**config.mk**
```make
export PLATFORM = sky130hd
export DESIGN_NAME = imem_fetch_ctrl
export DESIGN_NICKNAME = d
export VERILOG_FILES = /design/src/rtl/imem_fetch_pkg.sv /design/src/rtl/fetch_buffer.sv /design/src/rtl/imem_fetch_ctrl.sv
export SDC_FILE = /design/constraint.sdc
export NUM_CORES = 1
export LEC_CHECK = 0
export BUFFER_PORTS_ARGS = -buffer_cell sky130_fd_sc_hd__buf_2
export CAP_MARGIN = 25
export CORE_ASPECT_RATIO = 1.25
export CORE_UTILIZATION = 45
export CTS_BUF_LIST = sky130_fd_sc_hd__clkbuf_4
export CTS_CLUSTER_SIZE = 28
export DETAILED_ROUTE_END_ITERATION = 6
export PLACE_DENSITY = 0.78
export SYNTH_ARGS = -nofsm -noshare
export SYNTH_HDL_FRONTEND = slang
export SYNTH_SLANG_ARGS = --single-unit
```
**constraint.sdc**
```tcl
create_clock -name Clk -period 14.1 [get_ports Clk]
set_input_delay 4.23 -clock Clk [delete_from_list [all_inputs] [get_ports Clk]]
set_output_delay 4.23 -clock Clk [all_outputs]
set_load 0.005 [all_outputs]
```
**src/rtl/imem_fetch_pkg.sv**
```systemverilog
// Shared types and default constants for the instruction-fetch sequencer.
package imem_fetch_pkg;

  localparam logic [31:0] DEFAULT_RESET_PC   = 32'h0000_0000;
  localparam logic [31:0] DEFAULT_HALT_WORD  = 32'hFFFF_FFFF;
  localparam int          DEFAULT_IMEM_WORDS = 1024;

  typedef struct packed {
    logic [31:0] instr;
    logic [31:0] pc;
  } fetch_entry_t;

  typedef enum logic {
    FETCH = 1'b0,
    HALT  = 1'b1
  } fetch_state_t;

endpackage

```
**src/rtl/fetch_buffer.sv**
```systemverilog
// Small synchronous FIFO of fetched {instruction, PC} entries; flush beats push.
module fetch_buffer
  import imem_fetch_pkg::*;
#(
  parameter  int BUF_DEPTH = 2,
  localparam int PW        = (BUF_DEPTH > 1) ? $clog2(BUF_DEPTH) : 1,
  localparam int CW        = $clog2(BUF_DEPTH + 1)
) (
  input  logic          clk,
  input  logic          rst_n,
  input  logic          push,
  input  logic          pop,
  input  logic          flush,
  input  fetch_entry_t  wr_data,
  output fetch_entry_t  head,
  output logic [CW-1:0] count,
  output logic          full,
  output logic          empty
);

  fetch_entry_t  mem [BUF_DEPTH];
  logic [PW-1:0] rd_ptr, wr_ptr;

  function automatic logic [PW-1:0] next_ptr(input logic [PW-1:0] p);
    return (p == PW'(BUF_DEPTH - 1)) ? '0 : p + PW'(1);
  endfunction

  assign head  = mem[rd_ptr];
  assign full  = (count == CW'(BUF_DEPTH));
  assign empty = (count == '0);

  always_ff @(posedge clk) begin
    if (push && !flush) mem[wr_ptr] <= wr_data;
  end

  always_ff @(posedge clk or negedge rst_n) begin
    if (!rst_n) begin
      rd_ptr <= '0;
      wr_ptr <= '0;
      count  <= '0;
    end else if (flush) begin
      rd_ptr <= '0;
      wr_ptr <= '0;
      count  <= '0;
    end else begin
      if (push) wr_ptr <= next_ptr(wr_ptr);
      if (pop)  rd_ptr <= next_ptr(rd_ptr);
      if (push && !pop)      count <= count + CW'(1);
      else if (!push && pop) count <= count - CW'(1);
    end
  end

endmodule

```
**src/rtl/imem_fetch_ctrl.sv**
```systemverilog
// Instruction-fetch sequencer: owns the PC, buffers fetched words, handles redirect/halt/wrap.
// Optional misaligned-redirect trap enabled by defining FETCH_ALIGN_CHECK_EN.
module imem_fetch_ctrl
  import imem_fetch_pkg::*;
#(
  parameter logic [31:0] RESET_PC   = DEFAULT_RESET_PC,
  parameter int          IMEM_WORDS = DEFAULT_IMEM_WORDS,
  parameter int          BUF_DEPTH  = 2,
  parameter logic [31:0] HALT_WORD  = DEFAULT_HALT_WORD
) (
  input  logic        Clk,
  input  logic        Rst,
  input  logic        Run,
  output logic [31:0] ImemAddress,
  input  logic [31:0] ImemInstruction,
  input  logic        Redirect,
  input  logic [31:0] RedirectAddr,
  output logic        IfValid,
  input  logic        IfReady,
  output logic [31:0] IfInstruction,
  output logic [31:0] IfPC,
  output logic [31:0] IfPCPlus4,
  output logic        Halted,
  output logic [31:0] FetchCount,
  output logic        AlignFault
);

  localparam logic [31:0] MEM_BYTES = 32'(IMEM_WORDS * 4);
  localparam int          CW        = $clog2(BUF_DEPTH + 1);

  fetch_state_t  state_q, state_d;
  logic [31:0]   pc_q, pc_d, count_q;
  fetch_entry_t  head, wr_entry;
  logic [CW-1:0] buf_count;
  logic          full, empty, pop, push, can_fetch, is_halt;
  logic          redirect_eff, misaligned;

  // PC arithmetic assumes the operand is already inside the memory window.
  function automatic logic [31:0] pc_plus4(input logic [31:0] pc);
    return (pc >= MEM_BYTES - 32'd4) ? 32'd0 : pc + 32'd4;
  endfunction

`ifdef FETCH_ALIGN_CHECK_EN
  logic fault_q;
  assign redirect_eff = Redirect && !fault_q;
  assign misaligned   = (RedirectAddr[1:0] != 2'b00);
  assign AlignFault   = fault_q;

  always_ff @(posedge Clk or negedge Rst) begin
    if (!Rst) fault_q <= 1'b0;
    else if (redirect_eff && misaligned) fault_q <= 1'b1;
  end
`else
  assign redirect_eff = Redirect;
  assign misaligned   = 1'b0;
  assign AlignFault   = 1'b0;
`endif

  assign pop       = !empty && IfReady;
  assign is_halt   = (ImemInstruction == HALT_WORD);
  assign can_fetch = Run && (state_q == FETCH) && !Redirect && (!full || pop);
  assign push      = can_fetch && !is_halt;
  assign wr_entry  = '{instr: ImemInstruction, pc: pc_q};

  fetch_buffer #(.BUF_DEPTH(BUF_DEPTH)) u_buf (
    .clk    (Clk),
    .rst_n  (Rst),
    .push   (push),
    .pop    (pop),
    .flush  (redirect_eff),
    .wr_data(wr_entry),
    .head   (head),
    .count  (buf_count),
    .full   (full),
    .empty  (empty)
  );

  always_ff @(posedge Clk or negedge Rst) begin
    if (!Rst) begin
      state_q <= FETCH;
      pc_q    <= RESET_PC;
      count_q <= '0;
    end else begin
      state_q <= state_d;
      pc_q    <= pc_d;
      if (push) count_q <= count_q + 32'd1;
    end
  end

  // Redirect outranks fetch; a halt word parks the PC on itself.
  always_comb begin
    state_d = state_q;
    pc_d    = pc_q;
    if (redirect_eff) begin
      if (misaligned) begin
        state_d = HALT;
        pc_d    = RedirectAddr % MEM_BYTES;
      end else begin
        state_d = FETCH;
        pc_d    = (RedirectAddr % MEM_BYTES) & ~32'd3;
      end
    end else if (can_fetch) begin
      if (is_halt) state_d = HALT;
      else         pc_d    = pc_plus4(pc_q);
    end
  end

  assign ImemAddress   = pc_q;
  assign IfValid       = (buf_count != '0);
  assign IfInstruction = empty ? 32'd0 : head.instr;
  assign IfPC          = empty ? 32'd0 : head.pc;
  assign IfPCPlus4     = empty ? 32'd0 : pc_plus4(head.pc);
  assign Halted        = (state_q == HALT);
  assign FetchCount    = count_q;

endmodule

```
==> results of run 1 <==
## synth_stat cells (2+ instances only)
cell type / count
edfxtp_1: 124
nor2_1: 88
dfrtp_1: 67
mux2i_1: 62
nand2_1: 36
buf_4: 32
xnor2_1: 31
nand4_1: 22
and3_1: 20
nand3_1: 15
inv_1: 14
nor4_1: 14
clkbuf_1: 13
and2_1: 11
nor3_1: 11
xor2_1: 11
buf_2: 9
nand3_2: 7
and4_1: 6
a21boi_1: 4
a32oi_1: 4
nand2b_1: 4
nor2b_1: 4
o21a_1: 4
o221ai_1: 4
a211oi_1: 3
ha_1: 3
or3_1: 3
a2111oi_2: 2
a21oi_1: 2
a31oi_1: 2
nor4_4: 2
o211a_1: 2
o211ai_1: 2
o21ai_0: 2
o21ai_1: 2
o31ai_1: 2
## cell type report
type                       count  area, µm²  share of cell area
tap                          232        290              0.0292
inverter                      14       52.6             0.00529
sequential                   191       5400               0.544
timing repair buffer         188        956              0.0962
clock buffer                  19        143              0.0144
multi-input combinational    438       2960               0.298
clock inverter                13        123              0.0123
antenna                        1       2.50            0.000252
## worst max-delay path: cells and delay by family (launching register included)
kind            cells  cell delay [ps]
flops               1              810
simple gates        2              540
compound gates      3              960
buf+inv             2              790
## where the power goes
part / switching, mW / total [mW] / internal [mW]
registers: 0.0278 / 0.652 / 0.624
clock network: 0.177 / 0.283 / 0.106
logic: 0.0714 / 0.122 / 0.0509
total: 0.276 / 1.06 / 0.781
## routing by layer
layer	global-route usage	up-vias
li1	-	2775
met1	0.230	2806
met2	0.333	200
met3	0.0547	34
met4	0.0746	0
met5	0	-
## cells by family after synthesis
| kind of cell | share of synthesized area |
|---|---|
| AND/OR/NAND/NOR | 0.156 |
| AO/OA/AOI/OAI | 0.0530 |
| buffers and inverters | 0.0460 |
| multiplexers | 0.0718 |
| other | 0.000434 |
| XOR/XNOR | 0.0444 |
| adder cells (fa/ha/maj) | 0.00434 |
| flip-flops | 0.625 |
## worst paths after layout
check	start	endpoint	slack, ps	depth (start not counted)
hold reg to reg	FetchCount[19]$_DFFE_PN0P_	FetchCount[19]$_DFFE_PN0P_	500	1
setup reg to reg	u_buf.count[1]$_DFFE_PN0P_	u_buf.mem[1][27]$_DFFE_PP_	11070	5
max in group asynchronous	Rst	u_buf.rd_ptr$_DFFE_PN0P_	9600	2
min in group asynchronous	Rst	FetchCount[27]$_DFFE_PN0P_	3850	2
hold / removal	FetchCount[19]$_DFFE_PN0P_	FetchCount[19]$_DFFE_PN0P_	500	1
setup / recovery	u_buf.rd_ptr$_DFFE_PN0P_	IfPCPlus4[8]	6180	7
## registers in the layout (all words and copies together), names as in the netlist
register      flops
FetchCount       32
Halted            1
ImemAddress      30
u_buf.count       2
u_buf.mem       124
u_buf.rd_ptr      1
u_buf.wr_ptr      1
## layout by cell type (no fill, tap or decap), types with 14 or more instances in the layout
cell,synthesis,layout
buf_2,9,182
edfxtp_1,124,124
nor2_1,88,86
dfrtp_1,67,66
mux2i_1,62,62
nand2_1,36,36
xnor2_1,31,31
conb_1,1,27
nand4_1,22,22
and3_1,20,20
clkbuf_4,0,19
nand3_1,15,15
inv_1,14,14
nor4_1,14,14
==> impl_metrics.ini, run 1 <==
[synthesis]
netlist_top_cells_area = edfxtp_1 (43%), dfrtp_1 (19%), mux2i_1 (7.2%)
synth.distinct_cells = 65
synth-seq-cells = 191
syn_area_mm2 = 0.00865
ys_async_sr_fraction = 0.351
yosys.area.top_type = edfxtp_1
synth_edf_count = 124
synth.avg_cell_area_um2 = 12.9
yosys_warnings = 0
netlist.area_leader.share = 0.431
ys_seq_area_frac = 0.625
syn_inst = 672
yosys_most_used_dff = edfxtp_1

[drt]
highest_layer = met4
wire_per_inst_um = 17.2
via_per_inst = 5.31
num_vias = 5815
remaining_drc_errors = 0
drt_iter0_markers = 423
wl_um = 18800
met2_length_um = 9380
drt-pass1-iter-count = 4
ant_nets = 0
wl_met1_um = 7700
wl_met3_um = 1230

[timing]
hold_viol_final = 0
skew_ps = 19.8
period_needed_ps = 7920
max_clock_freq_mhz = 126
finalWorstSetupSlack_ps = 6180
period_share = 0.562
slew_headroom = 0.392
drv_slew = 0
setup_viol = 0
rsz0062_at_grt = no
worst_slew_pin_slew_ps = 913
tns_ps = 0
timing.hold.ws_ps = 502

[power_and_ir_drop]
power.total_mw = 1.06
p_leak_nw = 4.19
irDropWorstVdd_uv = 59.4
powerDensity_mw_per_mm2 = 106

[clock_network]
htreeDepth = 4
holdBufCountCts = 0
cts-root-buf = clkbuf_4
clock_sinks = 191
cts_tree = built
clk_latency_ps = 570
path_clk_slew_ps = 140
postCtsResizedCells = 0
cts_made_buffers = 17
post_cts_buffers = 0
cts_max_path_buffers = 2

[die]
die_h_um = 157
die_area_mm2 = 0.0198
die_width_um = 126
initial_utilization = 0.460
ios = 232
coreArea_mm2 = 0.0188
rows = 56

[hold_path]
min_path_type = flip-flop to flip-flop

[worst_setup_path]
critPathLaunchType = flip-flop
cp_max_fo = 44
slowest_delay_ps = 810
endpoint_kind = output port
slowest_stage = dfrtp_4
crit_chain = buf_4, nand2b_1, or4_1, a221oi_2, o311ai_2, a211oi_1, buf_2
cp.arrival_ps = 3690
cp.required_ps = 9870
worstSetupPathType = flip-flop to output port

[placement]
gp_congestion = 0.813
io_buffers = 182
placed_cells = 1063
place_ws_ps = 6680
placed_cell_area_mm2 = 0.00967
dp_hpwl_um = 13100

[layout]
n_fill_cell = 1627
syn_to_final_growth_pct = 14.9
nNetsFinal = 922
finish.utilization = 0.529
layoutNonFillerInstCount = 1096
final_cell_area_mm2 = 0.00993
final_layout_size_suffix_gt1_frac = 0.282

[grt]
antenna_found_initial = 1
grt_usage = 0.194
grt_overflow = 0
grt_pass1_wl_um = 29200
grt_pass1_vias = 5565
grt_max_degree = 68

[run_status]
status = complete, no violations

[run]
maxCapViolCount = 0
No activity file was read; power rests on OpenSTA's default activity.
==> run 2: changes to the inputs <==
- clock period: 14.1 -> 7.5 ns (I/O delays scaled with it)
==> impl_metrics.ini, run 2 (same netlist as run 1, synthesis figures left out) <==
[clock_network]
post_cts_buffers = 0
cts-root-buf = clkbuf_4
cts_made_buffers = 17
clock_sinks = 191
clk_latency_ps = 550
holdBufCountCts = 0
postCtsResizedCells = 0
cts_max_path_buffers = 2
path_clk_slew_ps = 140
cts_tree = built
htreeDepth = 4

[layout]
syn_to_final_growth_pct = 15.0
final_common_cell = buf_2
final_layout_size_suffix_gt1_frac = 0.284
seqCellArea_mm2 = 0.00540
largest_reg_flops = 124
layout_common_cells = buf_2 (182), edfxtp_1 (124), nor2_1 (86)
nNetsFinal = 922
n_fill_cell = 1648
multiInputGateArea_mm2 = 0.00296
final_cell_area_mm2 = 0.00995
regMostFlops = u_buf.mem

[die]
coreArea_mm2 = 0.0188
die_width_um = 126
initial_utilization = 0.460
rows = 56
die_area_mm2 = 0.0198
die_h_um = 157
ios = 232

[drt]
drt_iter0_markers = 420
num_vias = 5832
remaining_drc_errors = 0
wire_per_inst_um = 17.0
wl_um = 18700
ant_nets = 0
via_per_inst = 5.32
drt-pass1-iter-count = 4

[worst_setup_path]
cp.required_ps = 5250
r2r_end = u_buf.mem[1][40]$_DFFE_PP_
crit_end = IfPCPlus4[4]
worstSetupStartpoint = u_buf.rd_ptr$_DFFE_PN0P_
cp_max_fo = 48
timing.rr.start = u_buf.count[1]$_DFFE_PN0P_
worstSetupPathType = flip-flop to output port
reg2reg_depth = 5
critPathLaunchType = flip-flop
endpoint_kind = output port
rrSetupSlack_ps = 4190
cp.arrival_ps = 3410

[power_and_ir_drop]
irDropWorstVdd_uv = 89.2
p_leak_nw = 4.20
powerDensity_mw_per_mm2 = 201

[run_status]
status = complete, no violations

[placement]
gp_congestion = 0.823
dp_hpwl_um = 13300
io_buffers = 182
placed_cell_area_mm2 = 0.00967

[timing]
period_share = 0.755
rsz0062_at_grt = no
worst_slew_pin_slew_ps = 934
hold_viol_final = 0
max_clock_freq_mhz = 177
tns_ps = 0
drv_slew = 0
slew_headroom = 0.376
period_needed_ps = 5660
skew_ps = 20.0
setup_viol = 0

[grt]
antenna_found_initial = 1
grt_pass1_wl_um = 29000
grt_max_degree = 68
grt_overflow = 0
grt_pass1_vias = 5607
grt_usage = 0.193

[run]
maxCapViolCount = 0

[hold_path]
holdPathStages = 1
min_path_type = flip-flop to flip-flop
[run 2: power by group]
part	internal, mW	leakage (nW)	switching [mW]
Clock	0.212	0.149	0.328
Sequential	1.17	2.03	0.0513
Combinational	0.0955	2.02	0.135
[run 2: per-layer routing]
metal / vias to the layer above / GRT usage / wire length, µm
met5: - / 0 / 0
met4: 0 / 0.0763 / 323
met3: 23 / 0.0513 / 1210
met2: 203 / 0.340 / 9470
met1: 2837 / 0.224 / 7680
li1: 2769 / - / -
[run 2: through the flow]
stage	util	cells	hold slack, ps	setup WS, ps	power [mW]
after floorplan	-	698	480	1080	1.38
after CTS	0.529	1095	504	1690	2.02
after global placement	0.515	1063	475	2130	1.47
after detailed placement	0.515	1063	480	2120	1.48
after global routing	0.530	1097	523	1490	2.09
final	0.530	1097	497	1840	2.00
[run 2: area by class of cell]
type	count	share of cell area
inverters	14	0.00528
flip-flops and latches	191	0.543
multi-input cells	438	0.298
repair buffers	188	0.0961
well taps	232	0.0292
clock inverters	11	0.0119
clock buffers	21	0.0158
diodes	2	0.000503
[run 2: worst max-delay path, stage by stage, from the launching register on]
cell	delay (ps)
dfrtp_4	760
buf_4	680
nand3_1	140
o21ai_0	220
nand3_1	160
o311ai_2	620
nor2_1	120
buf_2	150
[run 2: worst min path at each step]
| stage | from | end | slack [ps] |
|---|---|---|---|
| after floorplan | FetchCount[19]$_DFFE_PN0P_ | FetchCount[19]$_DFFE_PN0P_ | 480 |
| after global placement | FetchCount[15]$_DFFE_PN0P_ | FetchCount[15]$_DFFE_PN0P_ | 470 |
| after detailed placement | FetchCount[15]$_DFFE_PN0P_ | FetchCount[15]$_DFFE_PN0P_ | 480 |
| after CTS | FetchCount[15]$_DFFE_PN0P_ | FetchCount[15]$_DFFE_PN0P_ | 500 |
| after global routing | FetchCount[24]$_DFFE_PN0P_ | FetchCount[24]$_DFFE_PN0P_ | 520 |
| final | FetchCount[15]$_DFFE_PN0P_ | FetchCount[15]$_DFFE_PN0P_ | 500 |
